==> config.mk <==
export PLATFORM = sky130hd
export DESIGN_NAME = disp_arbiter_flat
export DESIGN_NICKNAME = d
export VERILOG_FILES = /design/src/rtl/disp_arbiter_pkg.sv /design/src/rtl/disp_arbiter_if.sv /design/src/rtl/disp_arbiter_seg_scan.sv /design/src/rtl/disp_arbiter.sv /design/src/flat_wrapper.sv
export SDC_FILE = /design/constraint.sdc
export NUM_CORES = 1
export LEC_CHECK = 0
export CAP_MARGIN = 25
export CORE_AREA = 2 2 120 122
export CTS_CLUSTER_SIZE = 16
export DETAILED_ROUTE_END_ITERATION = 10
export DIE_AREA = 0 0 122 124
export GPL_ROUTABILITY_DRIVEN = 0
export PLACE_DENSITY = 0.71
export SLEW_MARGIN = 40
export SYNTH_ARGS = -nofsm -noshare
export SYNTH_HDL_FRONTEND = slang
export SYNTH_SLANG_ARGS = --single-unit
==> constraint.sdc <==
create_clock -name clk -period 5.98 [get_ports clk]
set_clock_uncertainty 0.1 [all_clocks]
set_input_delay 1.196 -clock clk [delete_from_list [all_inputs] [get_ports clk]]
set_output_delay 1.196 -clock clk [all_outputs]
set_load 0.01 [all_outputs]
==> src/rtl/disp_arbiter_pkg.sv <==
// Shared types and constants for the display arbiter and its digit scanner.
package disp_pkg;

  typedef enum logic {
    IDLE = 1'b0,
    SHOW = 1'b1
  } state_t;

  localparam logic [31:0] PAT_BLANK = 32'hFFFF_FFFF;
  localparam logic [31:0] PAT_8888  = 32'h8080_8080;

  localparam int DIG0 = 0;
  localparam int DIG1 = 1;
  localparam int DIG2 = 2;
  localparam int DIG3 = 3;

  // Byte idx of a pattern: bit 7 = dp, bits 6:0 = seg, all active-low.
  function automatic logic [7:0] pat_byte(input logic [31:0] p, input logic [1:0] idx);
    return p[8*idx +: 8];
  endfunction

endpackage

==> src/rtl/disp_arbiter_if.sv <==
// Requester-side bus of the display arbiter: requests, patterns, grant/ownership status.
interface disp_arbiter_if #(
  parameter int NREQ = 4
);
  logic [NREQ-1:0]      req;
  logic [32*NREQ-1:0]   pat_in;
  logic [31:0]          idle_pat;
  logic [NREQ-1:0]      grant;
  logic                 busy;
  logic [2:0]           owner;

  modport master (output req, pat_in, idle_pat, input grant, busy, owner);
  modport slave  (input req, pat_in, idle_pat, output grant, busy, owner);
endinterface

==> src/rtl/disp_arbiter_seg_scan.sv <==
// Free-running 4-digit multiplexer; seg/dp/an are registered for glitch-free pins.
module seg_scan
  import disp_pkg::*;
#(
  parameter int SCAN_BITS = 18
) (
  input  logic        clk,
  input  logic        rst,
  input  logic [31:0] pat,
  input  logic        blank,
  output logic [6:0]  seg,
  output logic        dp,
  output logic [3:0]  an
);

  logic [SCAN_BITS+1:0] scan_cnt;
  logic [1:0]           s;
  logic [7:0]           cur;
  logic [3:0]           an_sel;

  assign s      = scan_cnt[SCAN_BITS+1 -: 2];
  assign cur    = pat_byte(pat, s);
  assign an_sel = ~(4'b0001 << s);

  always_ff @(posedge clk or posedge rst) begin
    if (rst) begin
      scan_cnt <= '0;
      seg      <= 7'h7F;
      dp       <= 1'b1;
      an       <= 4'hF;
    end else begin
      scan_cnt <= scan_cnt + 1'b1;
      seg      <= cur[6:0];
      dp       <= cur[7];
      an       <= blank ? 4'hF : an_sel;
    end
  end

endmodule

==> src/rtl/disp_arbiter.sv <==
// Fixed-priority owner of the 7-segment display with timed hold and digit scan.
// Optional blinking of owned patterns is enabled with DISP_ARB_BLINK_EN.
//
// state | meaning
// IDLE  | nobody owns the display, idle_pat shown live
// SHOW  | latched pattern of owner shown until hold expires or a lower index preempts
module disp_arbiter
  import disp_pkg::*;
#(
  parameter int NREQ        = 4,
  parameter int TICK_DIV    = 100000,
  parameter int HOLD_TICKS  = 1000,
  parameter int SCAN_BITS   = 18,
  parameter int BLINK_TICKS = 250
) (
  input  logic           clk,
  input  logic           rst,
  disp_arbiter_if.slave  bus,
  output logic [6:0]     seg,
  output logic           dp,
  output logic [3:0]     an
);

  localparam int PW = (TICK_DIV > 1) ? $clog2(TICK_DIV) : 1;
  localparam int HW = $clog2(HOLD_TICKS + 1);

  if (NREQ < 2 || NREQ > 8 || TICK_DIV < 1 || HOLD_TICKS < 1 || BLINK_TICKS < 1) begin : g_param_check
    $error("disp_arbiter: illegal parameter value");
  end

  state_t          state, state_nx;
  logic [PW-1:0]   presc;
  logic [HW-1:0]   hold;
  logic [31:0]     pat_lat, win_pat, disp_pat;
  logic [NREQ-1:0] grant_q;
  logic [2:0]      owner_q, win_idx;
  logic            win_valid, load, tick, expire, show, blank;

  always_comb begin
    win_valid = |bus.req;
    win_idx   = '0;
    for (int i = NREQ - 1; i >= 0; i--) begin
      if (bus.req[i]) win_idx = 3'(i);
    end
  end

  assign win_pat = bus.pat_in[32*int'(win_idx) +: 32];
  assign tick    = (presc == PW'(TICK_DIV - 1));
  assign expire  = tick && (hold == HW'(1));

  always_ff @(posedge clk or posedge rst) begin
    if (rst) state <= IDLE;
    else     state <= state_nx;
  end

  // Preemption by a lower index takes precedence over expiry in the same cycle.
  always_comb begin
    state_nx = state;
    load     = 1'b0;
    unique case (state)
      IDLE: begin
        if (win_valid) begin
          load     = 1'b1;
          state_nx = SHOW;
        end
      end
      SHOW: begin
        if (win_valid && (win_idx < owner_q)) load = 1'b1;
        else if (expire)                      state_nx = IDLE;
      end
      default: state_nx = IDLE;
    endcase
  end

  always_comb begin
    show     = (state == SHOW);
    disp_pat = show ? pat_lat : bus.idle_pat;
  end

  always_ff @(posedge clk or posedge rst) begin
    if (rst) begin
      grant_q <= '0;
      owner_q <= '0;
      pat_lat <= PAT_BLANK;
      hold    <= '0;
      presc   <= '0;
    end else begin
      grant_q <= '0;
      if (load) begin
        grant_q <= NREQ'(1) << win_idx;
        pat_lat <= win_pat;
        owner_q <= win_idx;
        hold    <= HW'(HOLD_TICKS);
        presc   <= '0;
      end else if (show) begin
        presc <= tick ? '0 : presc + PW'(1);
        if (tick)   hold    <= hold - HW'(1);
        if (expire) owner_q <= '0;
      end
    end
  end

`ifdef DISP_ARB_BLINK_EN
  localparam int BW = $clog2(BLINK_TICKS + 1);

  logic [BW-1:0] blink_cnt;
  logic          phase;

  always_ff @(posedge clk or posedge rst) begin
    if (rst) begin
      blink_cnt <= '0;
      phase     <= 1'b0;
    end else if (load) begin
      blink_cnt <= BW'(BLINK_TICKS - 1);
      phase     <= 1'b0;
    end else if (show && tick) begin
      if (blink_cnt == '0) begin
        phase     <= ~phase;
        blink_cnt <= BW'(BLINK_TICKS - 1);
      end else begin
        blink_cnt <= blink_cnt - BW'(1);
      end
    end
  end

  // Phase may linger after release; gating with show keeps the idle display steady.
  assign blank = show && phase;
`else
  assign blank = 1'b0;
`endif

  assign bus.grant = grant_q;
  assign bus.owner = owner_q;
  assign bus.busy  = show;

  seg_scan #(
    .SCAN_BITS (SCAN_BITS)
  ) u_seg_scan (
    .clk   (clk),
    .rst   (rst),
    .pat   (disp_pat),
    .blank (blank),
    .seg   (seg),
    .dp    (dp),
    .an    (an)
  );

endmodule
==> src/flat_wrapper.sv <==
// flat-port wrapper written by rule: the top's interface ports become plain ports
module disp_arbiter_flat import disp_pkg::*;
#(
  parameter int NREQ        = 4,
  parameter int TICK_DIV    = 100000,
  parameter int HOLD_TICKS  = 1000,
  parameter int SCAN_BITS   = 18,
  parameter int BLINK_TICKS = 250
)
  (clk, rst, seg, dp, an, bus_req, bus_pat_in, bus_idle_pat, bus_grant, bus_busy, bus_owner);
  disp_arbiter_if #(.NREQ(NREQ)) bus_i ();
  input  logic clk;
  input  logic rst;
  output logic [6:0] seg;
  output logic dp;
  output logic [3:0] an;
  input wire logic [$bits(bus_i.req)-1:0] bus_req;
  input wire logic [$bits(bus_i.pat_in)-1:0] bus_pat_in;
  input wire logic [$bits(bus_i.idle_pat)-1:0] bus_idle_pat;
  output wire logic [$bits(bus_i.grant)-1:0] bus_grant;
  output wire logic [$bits(bus_i.busy)-1:0] bus_busy;
  output wire logic [$bits(bus_i.owner)-1:0] bus_owner;
  assign bus_i.req = bus_req;
  assign bus_i.pat_in = bus_pat_in;
  assign bus_i.idle_pat = bus_idle_pat;
  assign bus_grant = bus_i.grant;
  assign bus_busy = bus_i.busy;
  assign bus_owner = bus_i.owner;
  disp_arbiter #(.NREQ(NREQ), .TICK_DIV(TICK_DIV), .HOLD_TICKS(HOLD_TICKS), .SCAN_BITS(SCAN_BITS), .BLINK_TICKS(BLINK_TICKS)) u_core (.clk(clk), .rst(rst), .bus(bus_i), .seg(seg), .dp(dp), .an(an));
endmodule
# Word level (Yosys, flattened, before mapping)

Index checks and enable logic that the tools add are counted.

Add/sub/neg operators: 3
Magnitude comparators: 1
Equality and inequality tests: 2
Shift operators: 4
Multiplexer cells: 21
Bitwise operators: 2
Reduce and logical (&&, ||, !) cells: 8

Operator list:

| operator                                             | number |
|---|---|
| variable part select 128 x 9 -> 32 bit               | 1 |
| two-way mux 17 bit                                   | 3 |
| two-way mux 32 bit                                   | 1 |
| variable part select 32 x 6 -> 8 bit                 | 1 |
| two-way mux 10 bit                                   | 3 |
| adder 20 x 1 -> 20 bit, second input constant        | 1 |
| two-way mux 3 bit                                    | 6 |
| adder 17 x 1 -> 17 bit, second input constant        | 1 |
| equality test 17 bit, second input constant          | 1 |
| equality test 10 x 1 -> 1 bit, second input constant | 1 |
| subtractor 10 x 1 -> 10 bit, second input constant   | 1 |
| nonzero test 2 bit                                   | 3 |
| two-way mux 1 bit                                    | 4 |
| two-way mux 4 bit                                    | 1 |
| inverter 4 bit                                       | 1 |
| one-hot mux 1 bit (2 select lines)                   | 2 |
| AND reduction 2 bit                                  | 2 |
| OR reduction 4 bit                                   | 1 |
| left shift 1 x 2 -> 4 bit, first input constant      | 1 |
| left shift 1 x 3 -> 4 bit, first input constant      | 1 |
| less-than comparator 3 bit                           | 1 |
| logical AND 1 bit                                    | 2 |
| two-way mux 2 bit                                    | 1 |
| inverter 1 bit                                       | 1 |

Flip-flop bits (word level): 99
Bits of input ports: 166
Output and inout bits: 20
Logic and storage cells: 51

# Logic depth before layout (Yosys ltp)

Gate-level depths: netlist (run 1).

Depth in word-level cells: 10
Mapped depth: 7
Gate-level depth less buffers: 6

# By module

A second synthesis (run 1) with hierarchy kept.

Cell total of the unflattened synthesis: 579
Area, all modules: 5860.6 µm²

By module, submodules not included:

| module       | instances | cells each | area each (µm²) | seq. area each (µm²) |
|---|---|---|---|---|
| disp_arbiter | 1         | 482        | 4451.8          | 1691.6 |
| seg_scan     | 1         | 97         | 1408.9          | 815.8 |

# Worst setup path before layout (run 1)

No wires, ideal clock.

Path type: input to register
From: in bus_req[0]
To: reg u_core.pat_lat[0]
Data arrival time: 2.734 ns
Required time: 5.804 ns
Setup slack: 3.070 ns
Stages: 6
Path buffers: 2
Path through: clkbuf_1 -> a21oi_2 -> buf_2 -> mux4_2 -> nand2_1 -> nand2_1

Word-level cells in the longest chain between the ends: 5

RTL lines:

| what                                                                           | line               | source |
|---|---|---|
| from (decl)                                                                    | flat_wrapper.sv:17 | `input wire logic [$bits(bus_i.req)-1:0] bus_req;` |
| branches (longest 5 deep; another with variable part select 128 x 9 -> 32 bit) | --                 |  |
| to (signal assigned)                                                           | disp_arbiter.sv:91 | `pat_lat <= win_pat;` |
| to (decl)                                                                      | disp_arbiter.sv:34 | `logic [31:0] pat_lat, win_pat, disp_pat;` |

Parallel ways; which one is timed is not known.
A chain may end at the register's enable or synchronous reset.

# Final worst setup path (run 1)

From: in bus_req[0]
To: reg u_core.presc[11]

Word-level cells in the longest chain between the ends: 6

RTL lines:

| what                                                            | line               | source |
|---|---|---|
| two-way mux 3 bit                                               | disp_arbiter.sv:43 | `if (bus.req[i]) win_idx = 3'(i);` |
| less-than comparator 3 bit                                      | disp_arbiter.sv:68 | `if (win_valid && (win_idx < owner_q)) load = 1'b1;` |
| logical AND 1 bit                                               | disp_arbiter.sv:68 |  |
| two-way mux 1 bit                                               | disp_arbiter.sv:68 |  |
| one-hot mux 1 bit (2 select lines) *                            | disp_arbiter.sv:60 | `unique case (state)` |
| two-way mux 17 bit / nonzero test 2 bit (equally long branches) | --                 |  |
| to (signal assigned)                                            | disp_arbiter.sv:96 | `presc <= tick ? '0 : presc + PW'(1);` |
| to (decl)                                                       | disp_arbiter.sv:32 | `logic [PW-1:0] presc;` |

Every way passes the cells marked *; elsewhere a longest branch is shown, timed or not.

==> flow_summary.ini, run 1 <==
[min_path]
holdCritPathClass = register to register

[clock_tree]
cts-buffers-inserted = 9
cts_tree = yes
cts_setup_buffers = 0
post_cts_resized = 0
clkTransAtPathRegs_ps = 60
cts_root_buffer = clkbuf_16
clock-sinks = 98
cts_max_path_buffers = 2
h-tree-depth = 3
clk-insertion-delay-late_ps = 340
hold_buffers = 0

[worst_setup_path]
start_kind = primary input
critPathArrivalTime_ps = 3720
worstPathMaxFanout = 13
critPathCaptureType = register
worstSetupPathType = primary input to register
critical_path_required_ps = 6130

[floorplan]
start_util_pct = 39.9
die_h_um = 124
core_area_um2 = 13700
die_w_um = 122
io_pins = 186
dieArea_um2 = 15100
rows = 43

[detailed_routing]
dr.pass1.iters = 5
antenna_left = 0
via_per_inst = 5.41
vias = 4658
wl_mm = 15.6
wl_per_cell_um = 18.1
drc = 0
drtIter0Drc = 315

[global_routing]
grt_max_degree = 53
overflow = 0
grt_usage_pct = 21.1
antenna_found_initial = 0
grt_pass1_vias = 4716
grt_pass1_wl_mm = 24.3

[placement]
port_buffers = 184
dp_cells = 845
hpwl_mm = 12.0
placed_area_um2 = 7560

[pwr]
p_leak_nw = 3.12
power_density_nw_per_um2 = 279
ir_drop_mv = 0.206
p_total_mw = 2.18

[timing]
min_period_over_period_pct = 59.7
fin_crit_ps = 3570
rsz0062_at_grt = false
max_freq_mhz = 280
relSlewSlack_pct = 46.1
drv_slew = 0
whs_ps = 348
setup_tns_ps = 0
hold_viol = 0
tightest_slew_ps = 801
finalSetupViolations = 0

[synthesis]
ys_warn_count = 0
synth_ff_type = dfrtp_1
async_flop_share_pct = 100
ys_ff_latch = 98
syn_avg_cell_area_um2 = 11.0
synth-edff-count = 0
ys_types = 46
seq_area_frac_synth_pct = 45.8
syn-num-nets = 668
synthCells = 498
synth_area_um2 = 5470

[finish]
drive_above_1_share_pct = 20.3
fin_cells = 861
nNetsFinal = 846
area_growth_pct = 43.2
final_area_um2 = 7840
antennaDiodeCount = 0

[outcome]
status = finished, final reports clean

[flow_run]
max_cap_violations = 0
-- cells in the final DEF, fill, tap and decap left out, types with 6 or more instances in the layout --
cell | synthesis | final
mux4_2 | 48 | 48
inv_1 | 10 | 9
dfrtp_1 | 54 | 53
nand4_1 | 11 | 11
clkdlybuf4s50_1 | 0 | 184
xnor2_1 | 13 | 13
dfstp_2 | 44 | 44
mux2_2 | 7 | 7
nor2_1 | 20 | 19
nand3_1 | 23 | 23
o21ai_0 | 19 | 19
nor4_1 | 6 | 6
a21oi_1 | 7 | 7
xor2_1 | 11 | 11
a31oi_1 | 9 | 9
nand2_1 | 136 | 136
clkbuf_16 | 0 | 9
-- area by class of cell --
cell class	instances	area (um^2)
fillers	1157	5880
multi-input cells	365	2860
flip-flops and latches	98	2510
repair buffers	192	1930
clock buffers	12	246
well taps	180	225
inverters	10	40.0
clock inverters	4	27.5
-- metrics by stage --
step / utilization [%] / worst slack, ps
6_report: 57.1 / 2410
5_1_grt: 57.1 / 2240
4_1_cts: 57.1 / 2410
3_5_place_dp: 55.1 / 2080
3_3_place_gp: 54.7 / 1850
2_1_floorplan: - / 2190
-- routing by layer --
metal	global-route usage [%]	up-vias	routed length, um
li1	-	2156	-
met4	6.68	0	214
met3	3.89	14	1120
met2	35.3	185	8040
met1	28.1	2303	6250
met5	0	-	0
-- final timing paths --
| kind | startpoint | end | slack (ps) | cells past startpoint |
|---|---|---|---|---|
| worst min-delay path | u_core.pat_lat[2] | u_core.pat_lat[2] | 350 | 2 |
| worst min register to register | u_core.pat_lat[2] | u_core.pat_lat[2] | 350 | 2 |
| worst max-delay path | bus_req[0] | u_core.presc[11] | 2410 | 6 |
| worst max register to register | u_core.bus.owner[0] | u_core.presc[11] | 3400 | 5 |
| min in group asynchronous | rst | u_core.u_seg_scan.scan_cnt[9] | 1170 | 2 |
| max in group asynchronous | rst | u_core.hold[9] | 3530 | 3 |
-- cells in the mapped netlist, drive strengths merged, types with 10 or more instances --
cell type / n / area (um^2)
xnor2: 13 / 114
xor2: 11 / 96.3
nor2: 20 / 75.1
nand2: 136 / 510
mux4: 48 / 1080
dfstp: 44 / 1160
clkbuf: 12 / 45.0
buf: 13 / 67.6
inv: 10 / 37.5
o21ai: 19 / 95.1
nand3: 24 / 125
dfrtp: 54 / 1350
nand4: 11 / 68.8
-- registers in the layout, indices dropped and copies added, names as in the netlist --
signal and count:
u_core.u_seg_scan.dp 1, u_core.presc 17, u_core.u_seg_scan.scan_cnt 20, u_core.bus.busy 1
u_core.u_seg_scan.an 4, u_core.u_seg_scan.seg 7, u_core.hold 10, u_core.pat_lat 32
u_core.bus.grant 4, u_core.bus.owner 2
-- critical path, cell delays in order --
cell and delay (ps):
clkdlybuf4s50_1 580, a211oi_1 640, o22ai_4 310, nor2_1 610, o21ai_0 180, a31oi_1 210
-- cells by family after synthesis --
kind of cell | Yosys count | share of synthesized area, %
buf+inv | 35 | 2.74
other cells | 1 | 0.0685
fa+ha+maj | 4 | 0.914
simple gates | 234 | 20.1
mux | 56 | 21.4
xor+xnor | 24 | 3.84
flops | 98 | 45.8
compound gates | 46 | 5.17
-- power breakdown --
part           internal [mW]  switching [mW]  total [mW]
Combinational          0.350           0.290       0.641
Clock                  0.294           0.236       0.530
Sequential             0.909           0.104        1.01
Total                   1.55           0.631        2.18
No activity file was read; power rests on OpenSTA's default activity.
==> inputs of run 2 (changes only) <==
clock period = 3.4 ns   (was 5.98 ns; I/O delays follow)
==> run 2 against run 1 <==
Routed wire length is 2.7% higher. Critical path depth stayed put. Via count is 0.32% higher.
==> flow_summary.ini, run 2 (synthesized netlist as in run 1, its figures left out) <==
[timing]
max_freq_mhz = 372
relSlewSlack_pct = 43.0
fin_crit_ps = 2690
finalSetupViolations = 0
tightest_slew_ps = 854
drv_slew = 0
rsz0062_at_grt = false
hold_viol = 0
setup_tns_ps = 0
min_period_over_period_pct = 79.2
worst_slack_ps = 708

[finish]
seq_area_um2 = 2510
final_cell_mix = 184 x clkdlybuf4s50_1, 136 x nand2_1, 54 x dfrtp_1
post-route-util_pct = 57.8
reg_top3 = u_core.pat_lat x32, u_core.u_seg_scan.scan_cnt x20, u_core.presc x17
drive_above_1_share_pct = 20.9
fin_cells = 868
nFillCells = 1185
largest_register_ff_count = 32
final_common_cell = clkdlybuf4s50_1
final_area_um2 = 7930
antennaDiodeCount = 0
nNetsFinal = 853
multi_input_area_um2 = 2850
top_register = u_core.pat_lat
area_growth_pct = 44.9

[clock_tree]
cts_root_buffer = clkbuf_16
clock-sinks = 98
hold_buffers = 0
clkTransAtPathRegs_ps = 70
post_cts_resized = 0
cts_max_path_buffers = 2
cts_setup_buffers = 0
h-tree-depth = 3
clk-insertion-delay-late_ps = 340
cts_tree = yes
cts-buffers-inserted = 9

[min_path]
worstHoldEndpoint = u_core.pat_lat[24]
hold-path-cell-count = 2
min_from = u_core.pat_lat[24]
holdCritPathClass = register to register

[placement]
port_buffers = 184
dpl_worst_slack_ps = 407
hpwl_mm = 12.3
placed_area_um2 = 7630
dp_cells = 852

[floorplan]
rows = 43
dieArea_um2 = 15100
die_w_um = 122
core_area_um2 = 13700
die_h_um = 124
start_util_pct = 39.9
io_pins = 186

[global_routing]
grt_pass1_wl_mm = 24.5
grt_util_met1_pct = 28.7
grt_usage_pct = 21.4
grt_busiest_layer = met2
antenna_found_initial = 0
grt_max_degree = 62
grt_pass1_vias = 4731
grt_use_met3_pct = 2.56
grt.met2_usage_pct = 36.0
overflow = 0

[worst_setup_path]
critPathCaptureType = register
worstPathMaxFanout = 9
critical_path_required_ps = 3560
reg2reg_from = u_core.presc[6]
r2r_cells = 6
timing.rr.end = u_core.presc[13]
critPathArrivalTime_ps = 2850
r2r_slack_ps = 900
start_kind = primary input
worstSetupPathType = primary input to register

[pwr]
ir_drop_mv = 0.295
p_leak_nw = 3.18
power_density_nw_per_um2 = 497

[detailed_routing]
wl_per_cell_um = 18.5
dr.pass1.iters = 4
vias = 4673
wl_mm = 16.0
drtIter0Drc = 287
via_per_inst = 5.38
drc = 0
antenna_left = 0

[flow_run]
max_cap_violations = 0

[outcome]
status = finished, final reports clean
run 2: how the worst max path moves through the flow:
stage | from | end | depth (start not counted)
after floorplan | rst | u_core.bus.busy | 1
after global placement | bus_req[2] | u_core.pat_lat[25] | 7
after detailed placement | bus_req[0] | u_core.presc[10] | 6
after CTS | bus_req[0] | u_core.presc[15] | 6
after global routing | bus_req[0] | u_core.presc[10] | 6
final | bus_req[0] | u_core.presc[15] | 6
run 2: routing by layer:
layer	vias up	share of wire [%]
li1	2173	-
met1	2335	43
met2	143	50
met3	22	4.3
met4	0	2.2
met5	-	0
run 2: per-stage QoR:
| step | hold slack (ps) | power [mW] |
|---|---|---|
| CTS | 357 | 3.96 |
| global route | 372 | 4.15 |
| detailed placement | 347 | 2.95 |
| global placement | 341 | 2.91 |
| floorplan | 333 | 2.35 |
| finish | 354 | 3.94 |
run 2: area by class of cell:
type | count | share of cell area [%]
Multi-Input combinational cell | 365 | 36.0
Sequential cell | 98 | 31.6
Timing Repair Buffer | 199 | 25.3
Clock buffer | 12 | 3.38
Tap cell | 180 | 2.84
Inverter | 10 | 0.536
Clock inverter | 4 | 0.394
run 2: where the power goes:
| part | switching [mW] | internal (mW) | total (mW) |
|---|---|---|---|
| logic | 0.521 | 0.620 | 1.14 |
| registers | 0.182 | 1.60 | 1.78 |
| clock network | 0.456 | 0.567 | 1.02 |
| total | 1.16 | 2.79 | 3.94 |
run 2: critical path: stages:
cell,delay [ps]
clkdlybuf4s50_1,600
nor4_2,470
o22ai_4,160
nor3_2,550
a41oi_1,210
a31oi_1,180
==> inputs of run 3 (changes only) <==
clock period = 2.7 ns   (was 3.4 ns; I/O delays follow)
==> run 3 against run 2 <==
Setup slack lost 550 ps. Routed wire length shrank 2.4%. Global-route usage is 0.80 points lower. Worst hold slack got worse by 0.86 ps. Flip-flop and latch count did not move. Combinational power increased by 27%. Core utilization up 0.39 points. Design area up 0.68%. Cell count is 0.92% higher. Register-to-register slack worse by 740 ps. Sequential power rose by 25%. Clock power rose by 20%. Largest power group unchanged.
==> flow_summary.ini, run 3 (synthesized netlist as in run 1, its figures left out) <==
[finish]
drive_above_1_share_pct = 21.8
multi_input_area_um2 = 2850
antennaDiodeCount = 0
top_register = u_core.pat_lat
final_area_um2 = 7990
seq_area_um2 = 2510
fin_cells = 876
area_growth_pct = 45.9
reg_top3 = u_core.pat_lat x32, u_core.u_seg_scan.scan_cnt x20, u_core.presc x17
largest_register_ff_count = 32
nNetsFinal = 861
final_common_cell = clkdlybuf4s50_1
nFillCells = 1171
final_cell_mix = 184 x clkdlybuf4s50_1, 136 x nand2_1, 54 x dfrtp_1

[worst_setup_path]
worstSetupPathType = register to register
critPathCaptureType = register
critPathArrivalTime_ps = 2670
cp_slowest_stage_delay_ps = 600
start_kind = register
critPathSlowestCell = or4b_4
worstPathCellList = or4b_4 -> nor4_1 -> nor2_1 -> buf_4 -> and3_1 -> a211o_1
worstPathMaxFanout = 9
critical_path_required_ps = 2820

[floorplan]
io_pins = 186
die_w_um = 122
core_area_um2 = 13700
start_util_pct = 39.9
die_h_um = 124
rows = 43
dieArea_um2 = 15100

[clock_tree]
clk-insertion-delay-late_ps = 340
cts-buffers-inserted = 9
cts_tree = yes
cts_max_path_buffers = 2
hold_buffers = 0
clock-sinks = 98
clkTransAtPathRegs_ps = 70
post_cts_resized = 0
cts_setup_buffers = 0
h-tree-depth = 3
cts_root_buffer = clkbuf_16

[detailed_routing]
vias = 4714
wl_per_cell_um = 17.9
antenna_left = 0
via_per_inst = 5.38
drtIter0Drc = 314
wl_mm = 15.7
drc = 0
dr.pass1.iters = 5

[timing]
whs_ps = 353
hold_viol = 0
setup_tns_ps = 0
drv_slew = 0
relSlewSlack_pct = 45.7
tightest_slew_ps = 814
rsz0062_at_grt = false
max_freq_mhz = 393
min_period_over_period_pct = 94.2
finalSetupViolations = 0
fin_crit_ps = 2540

[min_path]
holdCritPathClass = register to register

[pwr]
ir_drop_mv = 0.389
power_density_nw_per_um2 = 614
p_leak_nw = 3.21

[flow_run]
max_cap_violations = 0

[placement]
dp_cells = 860
hpwl_mm = 12.1
port_buffers = 184
placed_area_um2 = 7700

[global_routing]
grt_usage_pct = 20.6
grt_pass1_vias = 4666
overflow = 0
grt_pass1_wl_mm = 23.9
grt_max_degree = 99
antenna_found_initial = 0

[outcome]
status = finished, final reports clean
[run 3: path summary, 6_finish.rpt]
check                                   start                 end  slack, ps  cells after the start
setup / recovery              u_core.presc[6]    u_core.presc[13]        160                      6
hold / removal             u_core.pat_lat[22]  u_core.pat_lat[22]        350                      2
setup reg to reg              u_core.presc[6]    u_core.presc[13]        160                      6
hold reg to reg            u_core.pat_lat[22]  u_core.pat_lat[22]        350                      2
max in group asynchronous                 rst   u_core.pat_lat[2]       1480                      3
min in group asynchronous                 rst    u_core.presc[15]        560                      3
[run 3: critical path: cells and delay by family, from the launching register on]
kind	cells	cell delay [ps]
and+or+nand+nor	4	1480
AOI/OAI and AO/OA	1	210
DFF	1	440
buffers and inverters	1	200
[run 3: cell type report]
class                           instances  area share [%]
Timing Repair Buffer                  207            26.0
Clock buffer                           12            3.21
Inverter                               10           0.517
Multi-Input combinational cell        365            35.7
Sequential cell                        98            31.4
Tap cell                              180            2.82
Clock inverter                          4           0.313
[run 3: report_power, final]
part           total (mW)  internal, mW  switching, mW
registers            2.23          2.01          0.215
clock network        1.22         0.675          0.544
logic                1.45         0.800          0.654
[run 3: per-stage QoR]
stage | power [mW] | utilization, % | setup WS [ps]
after detailed placement | 3.72 | 56.2 | -19.4
after global placement | 3.65 | 56.2 | 34.0
after floorplan | 2.96 | - | 446
final | 4.90 | 58.2 | 157
after global routing | 5.18 | 58.2 | 38.6
after CTS | 4.93 | 58.2 | 165
[run 3: layer usage]
metal / vias to the layer above / wire [um] / global-route usage (%)
met5: - / 0 / 0
met4: 0 / 271 / 6.47
met3: 19 / 860 / 2.93
met2: 186 / 7920 / 34.2
met1: 2316 / 6610 / 28.0
li1: 2193 / - / -
